[config.mk]
export PLATFORM = sky130hd
export DESIGN_NAME = ram_arbiter
export DESIGN_NICKNAME = d
export VERILOG_FILES = /design/src/rtl/ram_arbiter.sv
export SDC_FILE = /design/constraint.sdc
export NUM_CORES = 1
export LEC_CHECK = 0
export ABC_AREA = 1
export CAP_MARGIN = 40
export CORE_UTILIZATION = 35
export CTS_CLUSTER_DIAMETER = 150
export DETAILED_ROUTE_END_ITERATION = 10
export PLACE_DENSITY = 0.75
export SYNTH_ARGS = -nofsm -noshare
export SYNTH_HDL_FRONTEND = slang
export SYNTH_SLANG_ARGS = --single-unit
export TNS_END_PERCENT = 5
[constraint.sdc]
create_clock -name clk -period 1.45 [get_ports clk]
set_input_delay 0.2175 -clock clk [delete_from_list [all_inputs] [get_ports clk]]
set_output_delay 0.2175 -clock clk [all_outputs]
set_load 0.05 [all_outputs]
[src/rtl/ram_arbiter.sv]
// Two-requester RAM access arbiter: IDLE -> ACCESS -> ACK for writes, IDLE -> ACCESS -> RWAIT -> ACK for reads.
// Optional macro RAM_ARB_ROUND_ROBIN_EN selects round-robin arbitration; the default build is fixed priority (req0 wins).
module ram_arbiter (
    input  logic       clk,
    input  logic       rst,
    input  logic       req0,
    input  logic       req1,
    input  logic       rw0_n,
    input  logic       rw1_n,
    input  logic [7:0] addr0,
    input  logic [7:0] addr1,
    input  logic [7:0] wdata0,
    input  logic [7:0] wdata1,
    output logic       ack0,
    output logic       ack1,
    output logic [7:0] rdata,
    output logic       busy,
    output logic       ram_RWn,
    output logic [7:0] ram_raddr,
    output logic [7:0] ram_waddr,
    output logic [7:0] ram_wdata,
    input  logic [7:0] ram_rdata
);

    typedef enum logic [1:0] {
        IDLE   = 2'd0,
        ACCESS = 2'd1,
        RWAIT  = 2'd2,
        ACK    = 2'd3
    } state_t;

    state_t     state;
    state_t     state_nxt;
    logic       any_req;
    logic       win;
    logic       sel;
    logic       sel_rw_n;
    logic [7:0] sel_addr;
    logic [7:0] sel_wdata;

    always_comb any_req = req0 | req1;

`ifdef RAM_ARB_ROUND_ROBIN_EN
    // last = 1 means requester 1 was granted most recently
    logic last;

    always_ff @(posedge clk) begin
        if (rst)
            last <= 1'b1;
        else if (state == IDLE && any_req)
            last <= win;
    end

    always_comb win = (req0 && req1) ? ~last : req1;
`else
    always_comb win = ~req0;
`endif

    always_ff @(posedge clk) begin
        if (rst) begin
            state     <= IDLE;
            sel       <= 1'b0;
            sel_rw_n  <= 1'b1;
            sel_addr  <= '0;
            sel_wdata <= '0;
            rdata     <= '0;
        end else begin
            state <= state_nxt;
            if (state == IDLE && any_req) begin
                sel       <= win;
                sel_rw_n  <= win ? rw1_n  : rw0_n;
                sel_addr  <= win ? addr1  : addr0;
                sel_wdata <= win ? wdata1 : wdata0;
            end
            // RAM presents read data during RWAIT, one cycle after the address
            if (state == RWAIT)
                rdata <= ram_rdata;
        end
    end

    always_comb begin
        state_nxt = state;
        ack0      = 1'b0;
        ack1      = 1'b0;
        busy      = 1'b1;
        ram_RWn   = 1'b1;
        ram_raddr = '0;
        ram_waddr = '0;
        ram_wdata = '0;
        case (state)
            IDLE: begin
                busy = 1'b0;
                if (any_req)
                    state_nxt = ACCESS;
            end
            ACCESS: begin
                ram_RWn   = sel_rw_n;
                ram_raddr = sel_addr;
                ram_waddr = sel_addr;
                ram_wdata = sel_wdata;
                state_nxt = sel_rw_n ? RWAIT : ACK;
            end
            RWAIT: state_nxt = ACK;
            ACK: begin
                ack0      = ~sel;
                ack1      = sel;
                state_nxt = IDLE;
            end
            default: state_nxt = IDLE;
        endcase
    end

endmodule

==> results.cfg <==
[drt]
firstDrtPassIters = 4
vias_per_cell = 4.58
drt_first_iter_violations = 79
drt-wirelength-per-cell_um = 11.5
num_vias = 1684
postRouteAntennaNets = 0
routed_wl_um = 4250
drc_errors = 0

[global_route]
grt_usage = 0.200
gr-total-overflow = 0
antenna_found_initial = 0
grt_max_degree = 20
grt_pass1_vias = 1620
grt_pass1_wl_um = 7060

[sta]
maxSlewHeadroom = 0.716
finClkSkew_ps = 4.53
setup_viol = 22
slew_viol_final = 0
fmaxAchievable_mhz = 626
setup_tns_ps = -2150
finalCritPeriodShare = 1.10
period_needed_ps = 1600
rsz0062_at_grt = yes
worst_slack_ps = -147
finalHoldViolations = 0
timing_worst_slew_pin_value_ps = 425

[floorplanning]
start_util = 0.370
core_um2 = 4090
die_w_um = 67.7
dieArea_um2 = 4590
die_h_um = 67.7
io_pins = 82
core.rowCount = 23

[synthesis]
avgSynthCellArea_um2 = 6.46
syn_inst = 234
synth_area_um2 = 1510
synth-main-ff-cell = dfxtp_1
async_flop_share = 0
synthDistinctLibCells = 19
ys_ff_latch = 28
syn_nets = 285
ys_warn_count = 0
synth_edf_count = 0
seq_area_frac_synth = 0.371

[cts]
numCtsBuffers = 3
h-tree-depth = 1
clk_latency_ps = 280
cts_num_sinks = 28
clock-root-buffer = clkbuf_8
clkTransAtPathRegs_ps = 100
cts_tree = yes
cts_buffer_depth = 2

[power_and_ir_drop]
leakagePower_nw = 1.35
peakVddDrop_uv = 1340
power_density_nw_per_um2 = 1630

[cells_and_area]
final_area_um2 = 2840
layout_common_cells = 99 x nand2_1, 45 x clkdlybuf4s50_1, 30 x buf_12, 26 x dfxtp_1, 20 x buf_4
synthToLayoutAreaGrowth_pct = 87.9
nNetsFinal = 370
drive_gt1_frac = 0.286
layout_commonest_cell = nand2_1
antenna_cells = 0

[setup_path]
start_kind = flop
crit_path_max_fanout = 8
rrSetupSlack_ps = 10
end_kind = output port
reg2reg_to = sel_wdata[7]$_SDFFE_PP0P_
worst_ep_arrival_time_ps = 1380
rr_startpoint = state[0]$_SDFFE_PP0P_
required_ps = 1230
reg2reg_depth = 7
critPathKind = reg -> out

[run_status]
status = finished, violations left
violations = negative setup slack

[worst_hold_path]
hp-start = sel_wdata[6]$_SDFFE_PP0P_
hp-class = reg -> reg
hold_depth = 2
min_to = sel_wdata[6]$_SDFFE_PP0P_

[placement]
gp_congestion = 0.724
dpl_cell_area_um2 = 2650
portBuffers = 81
dp_hpwl_um = 2950

[flow_run]
maxCapViolCount = 0
-- registers in the layout (all words and copies together), names as in the netlist --
name       flops
sel_wdata      8
sel_addr       8
state          2
rdata          8
sel_rw_n       1
sel            1
-- routing by layer --
metal / part of all wire / vias to the layer above / global-route usage
met5: 0 / - / 0
met4: 0.0038 / 0 / 0.0319
met3: 0.071 / 2 / 0.0490
met2: 0.51 / 58 / 0.376
met1: 0.42 / 755 / 0.228
li1: - / 869 / -
-- Yosys cell counts (2+ instances only) --
cell	instances	share of area
a21oi_1	18	0.060
buf_2	3	0.0099
buf_4	9	0.045
buf_6	3	0.022
dfxtp_1	28	0.37
ha_1	5	0.041
inv_1	23	0.057
inv_2	2	0.0050
nand2_1	107	0.27
nor2_1	19	0.047
o21ai_0	9	0.030
-- cell type report --
| class | instances | area, um^2 |
|---|---|---|
| tap | 50 | 62.6 |
| timing repair buffer | 96 | 1210 |
| multi-input combinational | 165 | 812 |
| sequential | 28 | 563 |
| clock inverter | 1 | 30.0 |
| inverter | 25 | 119 |
| fill | 330 | 1250 |
| clock buffer | 3 | 41.3 |
-- power breakdown --
group	internal, W	total, W	switching, W
Sequential	0.000997	0.00115	0.000156
Clock	0.000370	0.000624	0.000254
Combinational	0.00124	0.00286	0.00161
Total	0.00261	0.00463	0.00202
-- cell families after synthesis --
family,synth area share
and+or+nand+nor,0.334
buffers and inverters,0.144
AOI/OAI and AO/OA,0.110
DFF,0.371
adders and majority gates,0.0414
-- critical path: stages, from the launching register on --
cell and delay (ps):
dfxtp_2 360, inv_4 50, ha_4 190, buf_12 150, nand2_4 60, clkinvlp_4 120, buf_12 170
-- metrics by stage --
stage,utilization,cells,hold slack [ps],worst slack (ps),power (W)
finish,0.695,368,471,-147,0.00463
global route,0.695,368,501,-189,0.00491
CTS,0.690,366,472,-155,0.00458
detailed placement,0.648,354,455,-16.5,0.00365
global placement,0.648,354,452,2.08,0.00362
floorplan,-,234,352,-147,0.00285
-- timing repair --
action | 4_1_cts | 5_1_grt
endpoints found under the hold margin | 0 | 0
hold buffers | 0 | 0
pin swaps | 1 | 1
resized for setup | 15 | 2
gates cloned | 0 | 1
buffers inserted | 8 | 1
setup endpoints to repair | 45 | 50
-- how the worst max path moves through the flow --
stage                     depth (start not counted)                   endpoint  slack (ps)                   from
after floorplan                                   7               ram_waddr[0]        -150  state[1]$_SDFFE_PP0P_
after global placement                            6  sel_wdata[4]$_SDFFE_PP0P_           2  state[0]$_SDFFE_PP0P_
after detailed placement                          6  sel_wdata[7]$_SDFFE_PP0P_         -20  state[0]$_SDFFE_PP0P_
after CTS                                         6               ram_waddr[0]        -150  state[1]$_SDFFE_PP0P_
after global routing                              6               ram_waddr[2]        -190  state[1]$_SDFFE_PP0P_
final                                             6               ram_waddr[0]        -150  state[1]$_SDFFE_PP0P_
Power figures use the tool's default switching activity.
